### src/rtl/sfx_pkg.sv
// Package sfx_pkg: shared types and constants for the sound-effect tone generator.
//   - FSM state enum (IDLE, PLAY, GAP)
//   - trig_code encodings
//   - per-note phase increments, note lengths and gap length (in AC97 frames)
//   - default square-wave amplitude
//   - note_lookup(): maps (effect code, note index) to the note's parameters
// Optional build macro used by the top: SFX_DECAY_EN (stepped amplitude decay).
package sfx_pkg;

  localparam int SAMPLE_W = 20;  // AC97 slot width
  localparam int PHASE_W  = 16;  // f = inc * 48000 / 2^PHASE_W
  localparam int CNT_W    = 13;  // frame counter, longest note 8191 frames

  localparam logic [SAMPLE_W-1:0] DEF_AMPLITUDE = 20'h20000;

  typedef enum logic [1:0] {
    IDLE = 2'd0,
    PLAY = 2'd1,
    GAP  = 2'd2
  } sfx_state_t;

  typedef enum logic [1:0] {
    CODE_NONE   = 2'd0,
    CODE_PADDLE = 2'd1,
    CODE_BRICK  = 2'd2,
    CODE_LIFE   = 2'd3
  } sfx_code_t;

  localparam logic [PHASE_W-1:0] INC_PADDLE = 16'd1202;  // 880 Hz
  localparam logic [PHASE_W-1:0] INC_BRICK  = 16'd1802;  // 1320 Hz
  localparam logic [PHASE_W-1:0] INC_LIFE_0 = 16'd601;   // 440 Hz
  localparam logic [PHASE_W-1:0] INC_LIFE_1 = 16'd300;   // 220 Hz

  localparam logic [CNT_W-1:0] FRAMES_PADDLE = 13'd1920;
  localparam logic [CNT_W-1:0] FRAMES_BRICK  = 13'd1440;
  localparam logic [CNT_W-1:0] FRAMES_LIFE   = 13'd5760;
  localparam logic [CNT_W-1:0] GAP_FRAMES    = 13'd960;
  localparam logic [CNT_W-1:0] GAP_LAST      = GAP_FRAMES - 13'd1;

  typedef struct packed {
    logic [PHASE_W-1:0] inc;
    logic [CNT_W-1:0]   frames;
    logic               last;    // final note of the effect
  } note_t;

  function automatic note_t note_lookup(input logic [1:0] code, input logic note_idx);
    note_t n;
    n.inc    = '0;
    n.frames = 13'd1;
    n.last   = 1'b1;
    case (code)
      CODE_PADDLE: begin
        n.inc    = INC_PADDLE;
        n.frames = FRAMES_PADDLE;
      end
      CODE_BRICK: begin
        n.inc    = INC_BRICK;
        n.frames = FRAMES_BRICK;
      end
      CODE_LIFE: begin
        n.frames = FRAMES_LIFE;
        n.inc    = note_idx ? INC_LIFE_1 : INC_LIFE_0;
        n.last   = note_idx;
      end
      default: ;
    endcase
    return n;
  endfunction

endpackage

### src/rtl/sfx_ready_sync.sv
// sfx_ready_sync: brings the asynchronous AC97 ready strobe into system_clock
// through a 2-flop synchroniser and emits one-cycle pulse per rising edge.
// Ports:
//   system_clock  in  system clock
//   reset         in  synchronous active-high reset
//   i_ready       in  AC97 frame strobe (bit-clock domain)
//   o_frame_tick  out one system_clock pulse per AC97 frame
module sfx_ready_sync (
  input  logic system_clock,
  input  logic reset,
  input  logic i_ready,
  output logic o_frame_tick
);

  logic r_sync_meta;
  logic r_sync;
  logic r_sync_prev;

  always_ff @(posedge system_clock) begin
    if (reset) begin
      r_sync_meta <= 1'b0;
      r_sync      <= 1'b0;
      r_sync_prev <= 1'b0;
    end else begin
      r_sync_meta <= i_ready;
      r_sync      <= r_sync_meta;
      r_sync_prev <= r_sync;
    end
  end

  // Combinational edge detect so the tick lands in the cycle right after the
  // second synchroniser flop; the consumer's output register is the third stage.
  assign o_frame_tick = r_sync & ~r_sync_prev;

endmodule

### src/rtl/sfx_tone_gen.sv
// sfx_tone_gen: square-wave sound-effect sample source feeding the AC97 link.
// One sample per AC97 frame, paced by the resynchronised codec ready strobe.
// Ports:
//   system_clock    in   system clock
//   reset           in   synchronous active-high reset
//   ready           in   AC97 frame strobe (asynchronous)
//   trig_valid      in   one-cycle effect request strobe
//   trig_code       in   0 none, 1 paddle hit, 2 brick break, 3 life lost
//   left_out_data   out  20-bit two's-complement sample
//   right_out_data  out  same sample as left
//   sample_strobe   out  one-cycle pulse when outputs update
//   busy            out  high while an effect is playing
// Build option: define SFX_DECAY_EN for a stepped amplitude decay within each note.
module sfx_tone_gen
  import sfx_pkg::*;
#(
  parameter logic [SAMPLE_W-1:0] AMPLITUDE = DEF_AMPLITUDE
) (
  input  logic                system_clock,
  input  logic                reset,
  input  logic                ready,
  input  logic                trig_valid,
  input  logic [1:0]          trig_code,
  output logic [SAMPLE_W-1:0] left_out_data,
  output logic [SAMPLE_W-1:0] right_out_data,
  output logic                sample_strobe,
  output logic                busy
);

  sfx_state_t          r_state, w_state_next;
  logic [PHASE_W-1:0]  r_phase, w_phase_next;
  logic [CNT_W-1:0]    r_frame_cnt, w_frame_cnt_next;
  logic                r_note_idx, w_note_idx_next;
  logic [1:0]          r_cur_code, w_cur_code_next;
  logic [SAMPLE_W-1:0] r_sample, w_sample_next;
  logic                r_strobe, w_strobe_next;

  logic                w_frame_tick;
  logic                w_accept;
  note_t               w_note;
  logic [SAMPLE_W-1:0] w_mag;
  logic [SAMPLE_W-1:0] w_mag_neg;

  sfx_ready_sync u_ready_sync (
    .system_clock (system_clock),
    .reset        (reset),
    .i_ready      (ready),
    .o_frame_tick (w_frame_tick)
  );

  // Preemption: only a strictly higher-priority code interrupts a playing effect.
  assign w_accept = trig_valid && (trig_code != CODE_NONE) &&
                    ((r_state == IDLE) || (trig_code > r_cur_code));

  assign w_note = note_lookup(r_cur_code, r_note_idx);

`ifdef SFX_DECAY_EN
  // Halve the magnitude every 1024 frames of the current note.
  assign w_mag = AMPLITUDE >> r_frame_cnt[CNT_W-1:CNT_W-3];
`else
  assign w_mag = AMPLITUDE;
`endif

  // Plain two's-complement negate; magnitude is always below 2^(SAMPLE_W-1).
  assign w_mag_neg = (~w_mag) + SAMPLE_W'(1);

  always_ff @(posedge system_clock) begin
    if (reset) begin
      r_state     <= IDLE;
      r_phase     <= '0;
      r_frame_cnt <= '0;
      r_note_idx  <= 1'b0;
      r_cur_code  <= CODE_NONE;
      r_sample    <= '0;
      r_strobe    <= 1'b0;
    end else begin
      r_state     <= w_state_next;
      r_phase     <= w_phase_next;
      r_frame_cnt <= w_frame_cnt_next;
      r_note_idx  <= w_note_idx_next;
      r_cur_code  <= w_cur_code_next;
      r_sample    <= w_sample_next;
      r_strobe    <= w_strobe_next;
    end
  end

  always_comb begin
    w_state_next     = r_state;
    w_phase_next     = r_phase;
    w_frame_cnt_next = r_frame_cnt;
    w_note_idx_next  = r_note_idx;
    w_cur_code_next  = r_cur_code;
    w_sample_next    = r_sample;
    w_strobe_next    = 1'b0;

    if (w_accept) begin
      // A trigger takes priority over a coincident tick; that tick is dropped.
      w_cur_code_next  = trig_code;
      w_note_idx_next  = 1'b0;
      w_phase_next     = '0;
      w_frame_cnt_next = '0;
      w_state_next     = PLAY;
    end else if (w_frame_tick) begin
      w_strobe_next = 1'b1;
      case (r_state)
        PLAY: begin
          // Polarity comes from the phase before this frame's increment.
          w_sample_next = r_phase[PHASE_W-1] ? w_mag_neg : w_mag;
          w_phase_next  = r_phase + w_note.inc;
          if (r_frame_cnt == (w_note.frames - CNT_W'(1))) begin
            w_frame_cnt_next = '0;
            w_state_next     = w_note.last ? IDLE : GAP;
          end else begin
            w_frame_cnt_next = r_frame_cnt + CNT_W'(1);
          end
        end
        GAP: begin
          w_sample_next = '0;
          if (r_frame_cnt == GAP_LAST) begin
            w_frame_cnt_next = '0;
            w_note_idx_next  = r_note_idx + 1'b1;
            w_phase_next     = '0;
            w_state_next     = PLAY;
          end else begin
            w_frame_cnt_next = r_frame_cnt + CNT_W'(1);
          end
        end
        default: begin
          w_sample_next = '0;
        end
      endcase
    end
  end

  assign left_out_data  = r_sample;
  assign right_out_data = r_sample;
  assign sample_strobe  = r_strobe;
  assign busy           = (r_state != IDLE);

endmodule

### config.mk
export PLATFORM = sky130hd
export DESIGN_NAME = sfx_tone_gen
export DESIGN_NICKNAME = d
export VERILOG_FILES = /design/src/rtl/sfx_pkg.sv /design/src/rtl/sfx_ready_sync.sv /design/src/rtl/sfx_tone_gen.sv
export SDC_FILE = /design/constraint.sdc
export NUM_CORES = 1
export LEC_CHECK = 0
export ABC_AREA = 1
export BUFFER_PORTS_ARGS = -buffer_cell sky130_fd_sc_hd__buf_2
export CORE_MARGIN = 4
export CORE_UTILIZATION = 52
export DETAILED_ROUTE_END_ITERATION = 10
export GPL_TIMING_DRIVEN = 0
export PLACE_DENSITY = 0.88
export SLEW_MARGIN = 40
export SYNTH_ARGS = -nofsm -noshare
export SYNTH_HDL_FRONTEND = slang
export SYNTH_SLANG_ARGS = --single-unit
export TNS_END_PERCENT = 100
### constraint.sdc
create_clock -name system_clock -period 2.2 [get_ports system_clock]
set_input_delay 0.66 -clock system_clock [delete_from_list [all_inputs] [get_ports system_clock]]
set_output_delay 0.66 -clock system_clock [all_outputs]
set_load 0.03 [all_outputs]
==> Word level (Yosys, flattened, before mapping) <==
Cells that the tools add are included.
Widths: inputs -> output; s select.
{ "word_totals": {"ff_bits": 58, "latch_bits": 0, "mem_bits_rw": 0, "rom_bits": 0, "output_inout_bits": 42, "wordCells": 63, "n_memories": 0} }
{ "op_classes": {"add_sub_neg": 4, "mul": 0, "div_mod_pow": 0, "n_lt_le_gt_ge": 1, "n_eq_ne": 11, "shifts": 0, "muxes": 17, "bitwise": 3, "reduce_logical": 16} }
{ "op_table": {"columns": ["operator", "count"], "rows": [
  ["$pmux 24 s3", 1],
  ["$mux 20", 2],
  ["$pmux 16 s2", 1],
  ["$mux 13", 2],
  ["$pmux 13 s2", 1],
  ["$add 16x16->16", 1],
  ["$mux 16", 1],
  ["$add 13x1->13 const B", 1],
  ["$eq 13x10->1 const B", 1],
  ["$eq 13x13->1", 1],
  ["$sub 13x1->13 const B", 1],
  ["$mux 10", 1],
  ["$reduce_and 4->1", 2],
  ["$reduce_bool 2->1", 4],
  ["$eq 2x2->1 const B", 3],
  ["$mux 2", 3],
  ["$ne 3x3->1 const B", 2],
  ["$reduce_and 3->1", 2],
  ["$eq 2x1->1 const B", 2],
  ["$mux 1", 4],
  ["$ne 2x2->1 const B", 2],
  ["$pmux 2 s2", 1],
  ["$reduce_and 2->1", 2],
  ["$reduce_bool 3->1", 1],
  ["8 further kinds", 10]
]} }

==> Depth between registers and ports, before layout <==
{ "logic_depth": {"depth_word": 8, "depth_mapped": 17, "ltp_nobuf": 17} }

==> By module <==
A second synthesis with hierarchy kept.
{ "hier_totals": {"cells_unflattened": 429, "hier_area_um2": 2892.8} }
{ "modules_own_cells": {"columns": ["module", "instances", "cells_each", "area_per_inst_um2", "seq_area_each_um2"], "rows": [
  ["sfx_tone_gen", 1, 419, 2806.4, 740.7],
  ["sfx_ready_sync", 1, 10, 86.3, 60.1]
]} }

==> Worst setup path after synthesis <==
Ideal clock, no wire load.
{ "synth_path": {"path_type": "register to register", "start": "reg r_cur_code[0]", "end": "reg r_phase[14]", "t_arrival_ns": 2.239, "required_time_ns": 2.087, "path_slack_ns": -0.152, "stages_incl_launch_ff": 17, "n_path_buf": 0, "synth_period_minus_slack_ns": 2.352, "path_cell_list": "dfxtp_1 > inv_1 > ha_1 > nor2_2 > ha_1 > inv_1 > fa_1 > inv_1 > nand4_1 > nand3_1 > nand2_2 > nand2_2 > nand2_1 > nand2_2 > nand2_1 > nor2_1 > nor2_1"} }
{ "synth_via": {"elab_chain_len": 4} }
{ "synth_rtl": {"columns": ["item", "line_no", "source"], "rows": [
  ["start, declared", "sfx_tone_gen.sv:34", "logic [1:0] r_cur_code, w_cur_code_next;"],
  ["start signal, assigned", "sfx_tone_gen.sv:81", "r_cur_code <= w_cur_code_next;"],
  ["$eq 2x2->1 (tied with other cells)", "sfx_pkg.sv:51", "case (code)"],
  ["$pmux 24 s3 or $logic_or 1x1->1 (tied branches)", "sfx_pkg.sv:51, sfx_tone_gen.sv:53", null],
  ["$add 16x16->16 or $logic_and 1x1->1 (tied branches)", "sfx_tone_gen.sv:109, sfx_tone_gen.sv:52", null],
  ["$pmux 16 s2 or $reduce_or 2->1 (tied branches)", null, null],
  ["end signal, assigned", "sfx_tone_gen.sv:78", "r_phase <= w_phase_next;"],
  ["end, declared", "sfx_tone_gen.sv:31", "logic [PHASE_W-1:0] r_phase, w_phase_next;"]
]} }
Several ways; a longest one is shown, not always the timed one.
A chain may end at the register's enable or synchronous reset.

==> Worst setup path after layout <==
Same ends and word-level chain as after synthesis.

==> results.json <==
{
  "critPathLaunchType": "flip-flop",
  "intPower_mw": 1.14,
  "drt_drc_violations_left": 0,
  "power.switching_mw": 0.570,
  "final-instance-count-excl-fill": 633,
  "r2r_cells": 17,
  "min-delay-start": "u_ready_sync.r_sync_meta",
  "p_leak_nw": 1.87,
  "core-area_um2": 5960,
  "num_vias": 3272,
  "worstReg2RegStart": "r_cur_code[0]",
  "max_freq_ghz": 0.456,
  "synth_warnings": 0,
  "cp_common_cell": "nand2_2",
  "grt_usage_pct": 21.5,
  "rsz0062_at_grt": "true",
  "slew_viol_final": 0,
  "drive_above_1_share_pct": 30.3,
  "p_per_area_nw_per_um2": 430,
  "cp_max_fo": 5,
  "fin_crit_ns": 2.19,
  "netSwitchingFraction_pct": 33.3,
  "power_frac_comb_pct": 25.1,
  "firstDrtPassIters": 5,
  "synth_area_um2": 3220,
  "antenna_cells": 0,
  "grt_pass1_vias": 2952,
  "cts.root.buffer_cell": "clkbuf_8",
  "setup_viol": 0,
  "syn_avg_cell_area_um2": 6.68,
  "antenna_left": 0,
  "slowest_stage": "dfxtp_4",
  "pwr-share-seq_pct": 43.4,
  "dpl.hpwl_um": 5840,
  "areaGrowthSynthToFinish_pct": 23.6,
  "cts_buffers": 5,
  "start_util_pct": 54.1,
  "synth_seq_area_share_pct": 24.9,
  "antenna_found_initial": 0,
  "vias_per_cell": 5.17,
  "fin_nets": 584,
  "port_buffers": 12,
  "layout_common_cells": "nand2_1 (102), buf_4 (61), inv_1 (52)",
  "rrSetupSlack_ns": 0.005,
  "setup.worst_path.class": "flip-flop to flip-flop",
  "tns_ns": 0,
  "syn_inst": 482,
  "min_to": "u_ready_sync.r_sync",
  "crit_buf_inv": 3,
  "rows": 28,
  "die_w_um": 86.7,
  "placed_cells": 602,
  "path_cells": "inv_8 -> ha_4 -> nor2_4 -> ha_4 -> inv_4 -> fa_2 -> inv_2 -> nand4_1 -> nand3_2 -> nand2_2 -> nand2_2 -> nand2_2 -> nand2_4 -> nand2_2 -> nand2_2 -> nand2_1 -> nor2_1",
  "worstPathArrival_ns": 2.44,
  "setup_ws_ns": 0.00549,
  "final_common_cell": "nand2_1",
  "clkPwrFrac_pct": 31.4,
  "htree_levels": 2,
  "path_delay_family": "simple AND/OR/NAND/NOR gates",
  "power_mw": 1.71,
  "holdPathStages": 2,
  "grt_first_pass_wirelength_um": 13200,
  "cts.clk_slew.worst_paths_ns": 0.09,
  "synth_seq_cells": 40,
  "grt_overflow": 0,
  "dp_slack_ns": -0.351,
  "fin_crit_sh_pct": 99.8,
  "grt_max_degree": 13,
  "clockBufferDepth": 2,
  "wirelength_um": 8530,
  "die_h_um": 86.7,
  "cp.required_ns": 2.44,
  "clk_latency_ns": 0.31,
  "peakVddDrop_uv": 283,
  "synth_cell_types": 39,
  "rr_endpoint": "r_phase[14]",
  "drt_iter0_drc": 247,
  "fin_skew_ns": 0.0143,
  "whs_ns": 0.427,
  "finalHoldViolCount": 0,
  "run_status": "completed",
  "dieArea_um2": 7520,
  "tritoncts": "yes",
  "crit_path_end_kind": "flip-flop",
  "clock-sinks": 40,
  "max_cap_viol_count": 0,
  "pin_count": 48,
  "cts_hold_buf": 0,
  "place.gp.congestion": 0.988,
  "cpPeakStageDelay_ns": 0.42,
  "hold_path.class": "flip-flop to flip-flop",
  "n_fill_cell": 485,
  "wl_per_cell_um": 13.5
}
==> cells in the mapped netlist <==
cell	instances	area, µm²
nand2_1	109	409
inv_1	59	221
nor2_1	45	169
dfxtp_1	40	801
buf_4	39	293
nand3_1	39	195
a21oi_1	29	145
ha_1	20	250
o21ai_0	16	80.1
nand2_2	9	56.3
nand4_1	8	50.1
inv_2	7	26.3
nor3_1	6	30.0
buf_6	5	56.3
nor2_2	5	31.3
a21oi_2	4	35.0
nand3_2	4	40.0
nor2_4	4	45.0
or2_2	4	25.0
xor2_1	4	35.0
nand2_4	3	33.8
o21bai_1	3	22.5
o211ai_1	2	15.0
o21ai_1	2	10.0
xnor2_1	2	17.5
a21boi_2	1	11.3
a21oi_4	1	16.3
a22oi_1	1	7.51
a31oi_1	1	6.26
and2_1	1	6.26
buf_2	1	5.00
clkbuf_1	1	3.75
conb_1	1	3.75
fa_1	1	20.0
nand4_2	1	12.5
nor3_2	1	10.0
o211a_1	1	10.0
o221ai_1	1	8.76
o22ai_1	1	6.26
==> per-stage QoR <==
step	util (%)	area, µm²
2_1_floorplan	-	3360
3_3_place_gp	58.9	3510
3_5_place_dp	58.9	3510
4_1_cts	62.7	3740
5_1_grt	66.8	3980
6_report	66.8	3980
==> logic make-up (layout without fill, tap and decap cells) <==
family,count (synthesis),after routing,share of synthesized area [%]
other,1,34,0.116
adder cells (fa/ha/maj),21,21,8.39
XOR/XNOR,6,6,1.63
buffers and inverters,112,155,18.8
flip-flops,40,40,24.9
AO/OA/AOI/OAI,63,63,11.6
AND/OR/NAND/NOR,239,239,34.6
==> worst max path at each step <==
stage                   from     endpoint  slack [ns]  cells past startpoint
4_1_cts        r_cur_code[1]  r_phase[15]       0.002                     17
3_5_place_dp   r_cur_code[1]  r_phase[14]       -0.35                     17
3_3_place_gp   r_cur_code[1]  r_phase[14]       -0.25                     16
2_1_floorplan  r_cur_code[1]  r_phase[14]       0.008                     16
6_report       r_cur_code[0]  r_phase[14]       0.005                     17
5_1_grt        r_cur_code[0]  r_phase[14]       -0.15                     17
==> routing by layer <==
layer	track usage [%]	part of all wire (%)
met1	27.2	41
met2	37.4	51
met3	3.33	5.4
met4	6.52	2.4
met5	0	0
==> power by group through the flow <==
stage                     combinational (mW)  sequential [mW]  clock, mW
after global routing                   0.467            0.745      0.567
after detailed placement               0.352            0.759          0
after global placement                 0.346            0.758          0
after CTS                              0.377            0.741      0.536
final                                  0.430            0.744      0.539
after floorplan                        0.296            0.758          0
==> timing repair <==
action                                  4_1_cts  5_1_grt
setup buffers                                 7       16
cloned                                        0        0
endpoints found under the setup margin       11       16
resized for setup                            20       40
pin swaps                                     6       16
==> cell type report <==
cell class                 instances  area (µm²)  area share (%)
buffer                            46         358            8.99
clock buffer                       7        86.3            2.17
sequential                        40         810            20.3
multi-input combinational        363        2130            53.4
tap                               75        93.8            2.36
inverter                          66         263            6.60
timing repair buffer              35         236            5.94
clock inverter                     1        7.51           0.189
==> sequential cells by signal, summed over array words and instances (netlist names) <==
register / flops
r_cur_code: 2
r_state: 2
r_frame_cnt: 13
left_out_data: 2
sample_strobe: 1
u_ready_sync.r_sync: 1
r_phase: 16
r_note_idx: 1
u_ready_sync.r_sync_meta: 1
u_ready_sync.r_sync_prev: 1
==> worst reg2reg max path: cells and delay by family, from the launching register on <==
kind	cells	cell delay, ns
adders and majority gates	3	0.68
buffers and inverters	3	0.15
DFF	1	0.42
and+or+nand+nor	11	0.88
Note: power is estimated with default switching activity, not from simulation.
